===== config.mk =====
export PLATFORM = sky130hd
export DESIGN_NAME = imm_encoder
export DESIGN_NICKNAME = d
export VERILOG_FILES = /design/src/rtl/imm_encoder.sv
export SDC_FILE = /design/constraint.sdc
export NUM_CORES = 1
export LEC_CHECK = 0
export CORE_UTILIZATION = 25
export CTS_CLUSTER_DIAMETER = 100
export DETAILED_ROUTE_END_ITERATION = 10
export GPL_TIMING_DRIVEN = 0
export MAX_ROUTING_LAYER = met4
export PLACE_DENSITY = 0.61
export SETUP_SLACK_MARGIN = 0.4
export SYNTH_ARGS = -nofsm -noshare
export SYNTH_HDL_FRONTEND = slang
export SYNTH_SLANG_ARGS = --single-unit

===== constraint.sdc =====
create_clock -name clk -period 5 [get_ports clk]
set_input_delay 1 -clock clk [delete_from_list [all_inputs] [get_ports clk]]
set_output_delay 1 -clock clk [all_outputs]
set_load 0.005 [all_outputs]

===== src/rtl/imm_encoder.sv =====
// imm_encoder: packs an immediate plus register/opcode fields into an RV32I word,
// flags immediates that do not fit, and streams words with valid/ready and an address.
// Ports: clk, rst (sync, active-high), i_restart, i_valid/o_ready (input handshake),
//   i_imm, i_ImmSel, i_opcode, i_rd, i_funct3, i_rs1, i_rs2, i_funct7 (fields),
//   o_valid/i_ready (output handshake), o_instr, o_addr, o_err,
//   o_enc_cnt, o_err_cnt (statistics, built only with `define IMM_ENC_STAT_EN).
module imm_encoder #(
  parameter logic [31:0] BASE_ADDR = 32'h0000_0000,
  parameter int          ADDR_W    = 32
) (
  input  logic              clk,
  input  logic              rst,
  input  logic              i_restart,
  input  logic              i_valid,
  output logic              o_ready,
  input  logic [31:0]       i_imm,
  input  logic [2:0]        i_ImmSel,
  input  logic [6:0]        i_opcode,
  input  logic [4:0]        i_rd,
  input  logic [2:0]        i_funct3,
  input  logic [4:0]        i_rs1,
  input  logic [4:0]        i_rs2,
  input  logic [6:0]        i_funct7,
  output logic              o_valid,
  input  logic              i_ready,
  output logic [31:0]       o_instr,
  output logic [ADDR_W-1:0] o_addr,
  output logic              o_err,
  output logic [15:0]       o_enc_cnt,
  output logic [15:0]       o_err_cnt
);

  localparam logic [ADDR_W-1:0] BASE = ADDR_W'(BASE_ADDR);
  localparam logic [ADDR_W-1:0] STEP = ADDR_W'(4);

  logic [31:0]       v;
  logic [31:0]       enc;
  logic              enc_err;

  logic              valid_q, valid_d;
  logic [31:0]       instr_q, instr_d;
  logic              err_q, err_d;
  logic [ADDR_W-1:0] addr_q, addr_d;
  logic [ADDR_W-1:0] nxt_q, nxt_d;
  logic [ADDR_W-1:0] nxt_eff;
  logic              acc;
  logic              hs;

  assign v = i_imm;

  always_comb begin
    enc     = '0;
    enc_err = 1'b0;
    case (i_ImmSel)
      3'b000: begin
        enc = {v[11:0], i_rs1, i_funct3, i_rd, i_opcode};
        enc_err = !((&v[31:11]) || !(|v[31:11]));
      end
      3'b001: begin
        enc = {v[11:5], i_rs2, i_rs1, i_funct3, v[4:0], i_opcode};
        enc_err = !((&v[31:11]) || !(|v[31:11]));
      end
      3'b010: begin
        enc = {v[12], v[10:5], i_rs2, i_rs1, i_funct3,
               v[4:1], v[11], i_opcode};
        enc_err = !((&v[31:12]) || !(|v[31:12])) || v[0];
      end
      3'b011: begin
        enc = {v[20], v[10:1], v[11], v[19:12], i_rd, i_opcode};
        enc_err = !((&v[31:20]) || !(|v[31:20])) || v[0];
      end
      3'b100: begin
        enc = {v[31:12], i_rd, i_opcode};
        enc_err = |v[11:0];
      end
      default: begin
        enc = {i_funct7, i_rs2, i_rs1, i_funct3, i_rd, i_opcode};
        enc_err = 1'b0;
      end
    endcase
  end

  assign o_ready = !valid_q || i_ready;
  assign acc     = i_valid && o_ready;
  assign hs      = valid_q && i_ready;

  // nxt_q is the address the next accepted word receives; a held word
  // keeps addr_q untouched, so a restart only affects later words.
  always_comb begin
    nxt_eff = i_restart ? BASE : nxt_q;
    valid_d = acc || (valid_q && !i_ready);
    instr_d = acc ? enc : instr_q;
    err_d   = acc ? enc_err : err_q;
    addr_d  = o_ready ? nxt_eff : addr_q;
    nxt_d   = acc ? nxt_eff + STEP : nxt_eff;
  end

  always_ff @(posedge clk) begin
    if (rst) begin
      valid_q <= 1'b0;
      instr_q <= '0;
      err_q   <= 1'b0;
      addr_q  <= BASE;
      nxt_q   <= BASE;
    end else begin
      valid_q <= valid_d;
      instr_q <= instr_d;
      err_q   <= err_d;
      addr_q  <= addr_d;
      nxt_q   <= nxt_d;
    end
  end

  assign o_valid = valid_q;
  assign o_instr = instr_q;
  assign o_err   = err_q;
  assign o_addr  = addr_q;

`ifdef IMM_ENC_STAT_EN
  logic [15:0] enc_cnt_q, enc_cnt_d;
  logic [15:0] err_cnt_q, err_cnt_d;

  always_comb begin
    enc_cnt_d = enc_cnt_q;
    err_cnt_d = err_cnt_q;
    if (hs && enc_cnt_q != 16'hFFFF) enc_cnt_d = enc_cnt_q + 16'd1;
    if (hs && err_q && err_cnt_q != 16'hFFFF) err_cnt_d = err_cnt_q + 16'd1;
  end

  always_ff @(posedge clk) begin
    if (rst) begin
      enc_cnt_q <= '0;
      err_cnt_q <= '0;
    end else begin
      enc_cnt_q <= enc_cnt_d;
      err_cnt_q <= err_cnt_d;
    end
  end

  assign o_enc_cnt = enc_cnt_q;
  assign o_err_cnt = err_cnt_q;
`else
  assign o_enc_cnt = 16'd0;
  assign o_err_cnt = 16'd0;
`endif

endmodule


Word level (Yosys, flattened, before mapping). Index checks and enable logic that the tools add are counted.

Add/sub/neg operators: 1. Equal/unequal tests: 4. Multiplexer cells: 4. Reduce and logical (&&, ||, !) cells: 26.

Operators with widths (number): $pmux W32 S5 (1); $mux W32 (2); $add A32 B3 Y32 const B (1); $reduce_or A12 Y1 (2); $reduce_and A21 Y1 (1); $reduce_or A21 Y1 (1); $reduce_and A20 Y1 (1); $reduce_or A20 Y1 (1); $reduce_and A12 Y1 (1); $logic_not A1 Y1 (8); $logic_or A1 B1 Y1 (7); $eq A3 B2 Y1 const B (2); $pmux W1 S4 (1); $eq A3 B1 Y1 const B (1); $eq A3 B3 Y1 const B (1); $logic_not A3 Y1 (1); $logic_and A1 B1 Y1 (2); $reduce_or A2 Y1 (1).

Register bits after elaboration: 98. Input port bits: 72. Output and inout port bits: 99.

Depth between registers and ports, before layout. Gate-level depths: netlist of run 1.

Word-level depth: 6. Mapped depth: 8.

Worst setup path before layout of run 1. No wires, ideal clock.

Path kind: input port to flip-flop. Start: input i_restart. End: register nxt_q[28]. Library setup time: 0.121 ns. Data arrival time: 2.498 ns. Required time: 4.879 ns. Slack: 2.381 ns. Stages: 8. Buffers on the path: 1. Cells stage by stage: buf_6 nor2b_1 ha_1 nand2_1 nor3_2 nand4_2 nor3_1 mux2_2.

Longest elaborated chain between the ends: 3.

Ends and longest elaborated chain: start, declared (RTL line 13) `input logic i_restart,`; $mux W32 (RTL line 90) `nxt_eff = i_restart ? BASE : nxt_q;`; net nxt_eff[2] (RTL line 45) `logic [ADDR_W-1:0] nxt_eff;`; $add A32 B3 Y32 (RTL line 95) `nxt_d = acc ? nxt_eff + STEP : nxt_eff;`; $mux W32 (RTL line 95); end signal, assigned (RTL line 110) `nxt_q <= nxt_d;`; end, declared (RTL line 44) `logic [ADDR_W-1:0] nxt_q, nxt_d;`.

The timed path passes the listed nets, and every way through them passes these cells. A chain may end at the register's enable or synchronous reset.

Worst setup path in the final report of run 1.
Start: input i_ready. End: output o_ready.

Longest elaborated chain between the ends: 1.

Ends and longest elaborated chain: start, declared (RTL line 25) `input logic i_ready,`; $logic_or A1 B1 Y1 (RTL line 83) `assign o_ready = !valid_q || i_ready;`; end, declared (RTL line 15) `output logic o_ready,`.

No other way between the ends.

==> results.py, run 1 <==
metrics = {
    "timing": {
        "rsz0062_at_grt": "false",
        "skew_ns": 0.0103,
        "drv_slew": 0,
        "setup_violations": 0,
        "tightest_slew_ns": 0.800,
        "fmax_mhz": 252,
        "finalHoldViolCount": 0,
        "slew-limit-headroom_pct": 45.9,
        "fin_crit_ns": 3.97,
        "fin_tns_setup_ns": 0,
        "min_period_over_period_pct": 79.4,
    },
    "die": {
        "rows": 51,
        "coreArea_sq_mm": 0.0196,
        "initial_core_util_pct": 25.6,
        "die_w_um": 144,
        "io_pins": 171,
        "dieArea_sq_mm": 0.0206,
        "die_h_um": 144,
    },
    "pwr": {
        "cellLeakagePower_nw": 2.69,
        "p_per_area_mw_per_mm2": 257,
        "total_power_mw": 1.84,
        "irDropWorstVdd_mv": 0.183,
    },
    "status": {
        "status": "completed",
    },
    "worst_setup_path": {
        "cpLargestDelayFamily": "buffers and inverters",
        "worstPathRequired_ns": 4.00,
        "crit_fanout": 10,
        "critPathMostFrequentCell": "clkdlybuf4s50_1",
        "cp_num_buf_inv": 5,
        "slowest_delay_ns": 0.61,
        "endpoint_kind": "output port",
        "cp.arrival_ns": 2.97,
        "reg2regPathDepth": 7,
        "path_cells": "clkdlybuf4s50_1 > nor2b_1 > clkbuf_8 > inv_2 > clkbuf_1 > clkdlybuf4s50_1",
        "rr_startpoint": "nxt_q[2]",
        "regToRegSetupSlack_ns": 2.82,
        "cpMaxStageDelayCell": "clkdlybuf4s50_1",
        "crit_type": "input pin to output port",
        "reg2reg_to": "nxt_q[28]",
        "worst_setup_path_start_kind": "input pin",
    },
    "routing": {
        "viasPerCell": 4.61,
        "drc_errors": 0,
        "wl_per_cell_um": 15.1,
        "routed_wl_mm": 16.5,
        "drtIter0Drc": 275,
        "antenna_left": 0,
        "firstDrtPassIters": 5,
        "num_vias": 5044,
    },
    "placed_design": {
        "dp_hpwl_mm": 12.9,
        "finalWeightedCongestion": 0.916,
        "portBuffers": 138,
    },
    "grt": {
        "antenna_found_initial": 0,
        "grt_start_max_net_pins": 19,
        "grt_pass1_wl_mm": 25.6,
        "overflow": 0,
        "grt_pass1_vias": 4645,
        "grt_use_total_pct": 16.9,
    },
    "job": {
        "cap_violations": 0,
    },
    "worst_hold_path": {
        "whs_endpoint": "nxt_q[0]",
        "hp-start": "nxt_q[0]",
        "whs_path_depth": 2,
        "hold_path_class": "register to register",
    },
    "finish": {
        "layout_common_cells": "clkdlybuf4s50_1, nor2_1, dfxtp_1, nand2_1, a21oi_1",
        "final_common_cell": "clkdlybuf4s50_1",
        "drive_gt1_share_pct": 9.28,
        "area_growth_pct": 42.6,
        "diodes": 0,
        "layout.nets": 898,
    },
    "logic_synthesis": {
        "ys_warn_count": 0,
        "mappedNetlistArea_sq_mm": 0.00502,
        "synthTopCellsByArea": "dfxtp_1, nor2_1, a21oi_1",
        "yosys.area.top_type": "dfxtp_1",
        "ys_seq_area_share_pct": 39.1,
        "ys_ff_latch": 98,
        "synthDistinctLibCells": 59,
        "syn-instance-count": 645,
        "synth_top_area_share_pct": 39.1,
        "syn_area_per_cell_sq_um": 7.78,
        "synthFlopType": "dfxtp_1",
        "synth-edff-count": 0,
        "async_flop_share_pct": 0,
    },
    "clocking": {
        "cts.path.max_buffers": 2,
        "cts_hold_buf": 0,
        "cts_resized": 0,
        "clock-sinks": 98,
        "cts_root_buf": "clkbuf_16",
        "post-cts-setup-buffers": 0,
        "h-tree-depth": 3,
        "clk_latency_ns": 0.36,
        "cts_tree": "done",
        "clk_pin_slew_ns": 0.07,
        "cts_made_buffers": 9,
    },
}
-- cells in the mapped netlist, drive strengths merged (2+ instances only) --
library cell  count
a211oi            5
a21o              2
a21oi            68
a221oi            2
a22oi             4
a2bb2oi           8
a311oi            7
and3             15
buf              43
clkbuf           31
dfxtp            98
inv               8
mux2              2
mux2i            10
nand2            80
nand2b           11
nand3            18
nand4            12
nor2            101
nor2b             7
nor3             11
nor4             14
o211ai           11
o21ai            26
or3               4
or3b              8
or4               3
or4b              3
xnor2            14
xor2              6
-- through the flow --
step	cell area (sq um)	hold slack [ns]	std cells	worst slack, ns	utilization, %
after floorplan	5130	0.427	676	2.38	-
after global placement	6850	0.437	1079	1.02	34.9
after detailed placement	6850	0.439	1079	1.01	34.9
after CTS	7160	0.451	1095	0.991	36.5
after global routing	7160	0.469	1095	0.939	36.5
final	7160	0.450	1095	1.03	36.5
-- power breakdown --
group,switching (mW),internal (mW)
logic,0.146,0.149
clock network,0.331,0.397
registers,0.0105,0.801
-- cell type report --
type                            instances  area [sq um]
Timing Repair Buffer                  138          1380
Clock inverter                          7          83.8
Tap cell                              265           332
Clock buffer                            9           225
Buffer                                 74           417
Inverter                                8          30.0
Multi-Input combinational cell        496          2730
Sequential cell                        98          1960
Fill cell                            2094         12400
-- registers in the layout, summed over array words and instances, names as in the netlist --
register and count:
o_instr 32, o_addr 32, nxt_q 32, o_valid 1
o_err 1
-- worst max-delay path by stage --
| stage | start | to | slack [ns] | depth (start not counted) |
|---|---|---|---|---|
| after floorplan | i_restart | nxt_q[28] | 2.38 | 8 |
| after global placement | i_ready | o_ready | 1.02 | 6 |
| after detailed placement | i_ready | o_ready | 1.01 | 6 |
| after CTS | i_ready | o_ready | 0.99 | 6 |
| after global routing | i_ready | o_ready | 0.94 | 6 |
| final | i_ready | o_ready | 1.03 | 6 |
-- metal layers --
layer	vias up	track usage, %	part of all wire, %
met5	-	-	0
met4	0	4.48	1.3
met3	12	4.93	8.0
met2	186	27.5	47
met1	2306	20.4	43
li1	2540	-	-
-- logic make-up (layout without fill, tap and decap cells) --
kind of cell / Yosys count / after routing / share of synthesized area, %
muxes: 12 / 12 / 2.44
and+or+nand+nor: 293 / 293 / 29.3
other: 1 / 32 / 0.0747
DFF: 98 / 98 / 39.1
AOI/OAI and AO/OA: 138 / 138 / 16.4
adders and majority gates: 1 / 1 / 0.249
buffers and inverters: 82 / 236 / 8.90
xor gates and xnor gates: 20 / 20 / 3.49
-- worst reg2reg max path, stage by stage, from the launching register on --
cell,delay [ns]
dfxtp_1,0.33
nor2b_1,0.26
ha_1,0.22
nand2_1,0.08
nor3_2,0.35
nand4_2,0.28
nor3_1,0.23
mux2_2,0.35
Power figures use the tool's default switching activity.
==> inputs of run 2 (changes only) <==
clock period = 3.86 ns   (was 5 ns; I/O delays follow)
==> results.py, run 2 (synthesized netlist as in run 1, its figures left out) <==
metrics = {
    "routing": {
        "antenna_left": 0,
        "drtIter0Drc": 278,
        "num_vias": 5043,
        "viasPerCell": 4.61,
        "wl_per_cell_um": 15.1,
        "firstDrtPassIters": 5,
        "routed_wl_mm": 16.5,
        "drc_errors": 0,
    },
    "pwr": {
        "switchingPower_uw": 631,
        "p_per_area_mw_per_mm2": 332,
        "seq_power_share_pct": 44.2,
        "intPower_mw": 1.75,
        "irDropWorstVdd_mv": 0.235,
        "cellLeakagePower_nw": 2.70,
        "pwr-share-comb_pct": 16.1,
        "swShare_pct": 26.5,
        "clkPwrFrac_pct": 39.6,
    },
    "finish": {
        "fin_area_sq_mm": 0.00716,
        "area_growth_pct": 42.6,
        "final_common_cell": "clkdlybuf4s50_1",
        "ff_latch_area_sq_mm": 0.00196,
        "finalNonFillerCells": 1095,
        "layout.nets": 898,
        "layout_common_cells": "clkdlybuf4s50_1, nor2_1, dfxtp_1, nand2_1, a21oi_1",
        "multi_input_area_sq_mm": 0.00273,
        "diodes": 0,
        "nFillCells": 2093,
        "drive_gt1_share_pct": 9.40,
    },
    "grt": {
        "grt_use_total_pct": 16.9,
        "grt_pass1_wl_mm": 25.6,
        "grt_pass1_vias": 4645,
        "grt_start_max_net_pins": 19,
        "antenna_found_initial": 0,
        "overflow": 0,
    },
    "placed_design": {
        "place_inst": 1079,
        "dpl-instance-area_sq_mm": 0.00685,
        "dp_hpwl_mm": 12.9,
        "finalWeightedCongestion": 0.916,
        "portBuffers": 138,
    },
    "clocking": {
        "clock-sinks": 98,
        "cts_made_buffers": 9,
        "clk_latency_ns": 0.35,
        "cts_root_buf": "clkbuf_16",
        "clk_pin_slew_ns": 0.07,
        "post-cts-setup-buffers": 0,
        "cts_hold_buf": 0,
        "h-tree-depth": 3,
        "cts.path.max_buffers": 2,
        "cts_tree": "done",
    },
    "die": {
        "die_w_um": 144,
        "initial_core_util_pct": 25.6,
        "dieArea_sq_mm": 0.0206,
        "die_h_um": 144,
        "rows": 51,
        "coreArea_sq_mm": 0.0196,
        "io_pins": 171,
    },
    "timing": {
        "tightest_slew_ns": 0.796,
        "min_period_over_period_pct": 85.8,
        "setup_violations": 0,
        "rsz0062_at_grt": "false",
        "fin_crit_ns": 3.31,
        "slew-limit-headroom_pct": 46.2,
        "skew_ns": 0.0103,
        "finalHoldViolCount": 0,
        "drv_slew": 0,
        "fmax_mhz": 302,
        "fin_tns_setup_ns": 0,
        "whs_ns": 0.450,
    },
    "worst_hold_path": {
        "hp-start": "nxt_q[0]",
        "hold_path_class": "register to register",
    },
    "worst_setup_path": {
        "slowest_delay_ns": 0.56,
        "cpLargestDelayFamily": "buffers and inverters",
        "critPathMostFrequentCell": "clkdlybuf4s50_1",
        "worstPathRequired_ns": 3.09,
        "cp.arrival_ns": 2.54,
        "crit_fanout": 10,
        "path_cells": "clkdlybuf4s50_1 > nor2b_1 > clkbuf_8 > inv_2 > clkbuf_2 > clkdlybuf4s50_1",
        "crit_type": "input pin to output port",
        "worst_setup_path_start_kind": "input pin",
        "startpoint": "i_ready",
        "endpoint_kind": "output port",
        "rr_startpoint": "nxt_q[2]",
        "cpMaxStageDelayCell": "clkdlybuf4s50_1",
        "cp_num_buf_inv": 5,
    },
    "status": {
        "status": "completed",
    },
    "job": {
        "cap_violations": 0,
    },
}
==> run 2: cell counts in the layout (fill, tap and decap cells not counted) <==
Identical to the previous run, type by type.
==> run 2: per-stage QoR <==
| step | total power [mW] | worst slack [ns] | util [%] |
|---|---|---|---|
| after global routing | 2.48 | 0.483 | 36.5 |
| after global placement | 1.46 | 0.332 | 34.9 |
| after floorplan | 1.25 | 1.47 | - |
| after detailed placement | 1.46 | 0.322 | 34.9 |
| after CTS | 2.41 | 0.524 | 36.5 |
| final | 2.38 | 0.549 | 36.5 |
==> run 2: power groups by stage <==
stage / clock, mW / sequential (mW) / combinational (mW)
final: 0.942 / 1.05 / 0.383
after global routing: 1.01 / 1.06 / 0.417
after CTS: 0.970 / 1.05 / 0.385
after detailed placement: 0 / 1.07 / 0.384
after global placement: 0 / 1.07 / 0.384
after floorplan: 0 / 1.08 / 0.175
==> run 2: cell type report <==
type	instances	area share, %
Sequential cell	98	27.4
Inverter	8	0.420
Timing Repair Buffer	138	19.3
Tap cell	265	4.63
Clock inverter	7	1.17
Clock buffer	9	3.15
Buffer	74	5.84
Multi-Input combinational cell	496	38.1
==> run 2: final timing paths <==
| path | endpoint | slack [ns] | depth (start not counted) |
|---|---|---|---|
| hold / removal | nxt_q[0] | 0.45 | 2 |
| setup reg to reg | nxt_q[28] | 1.69 | 7 |
| setup / recovery | o_ready | 0.55 | 6 |
| hold reg to reg | nxt_q[0] | 0.45 | 2 |
==> run 2: layer usage <==
layer	track usage (%)	vias to the layer above	wire length [um]
met3	4.93	15	1340
met2	27.5	190	7770
met4	4.48	0	229
li1	-	2541	-
met1	20.4	2297	7140
met5	-	-	0
==> run 2: what timing repair did <==
| action | 4_1_cts | 5_1_grt |
|---|---|---|
| setup endpoints to repair | 1 | 0 |
| hold endpoints to repair | 0 | 0 |
| gates resized for setup | 1 | 0 |
==> run 2: worst min-delay path, stage by stage, from the launching register on <==
cell,delay [ns]
dfxtp_1,0.30
nand2_1,0.07
nor2_1,0.04
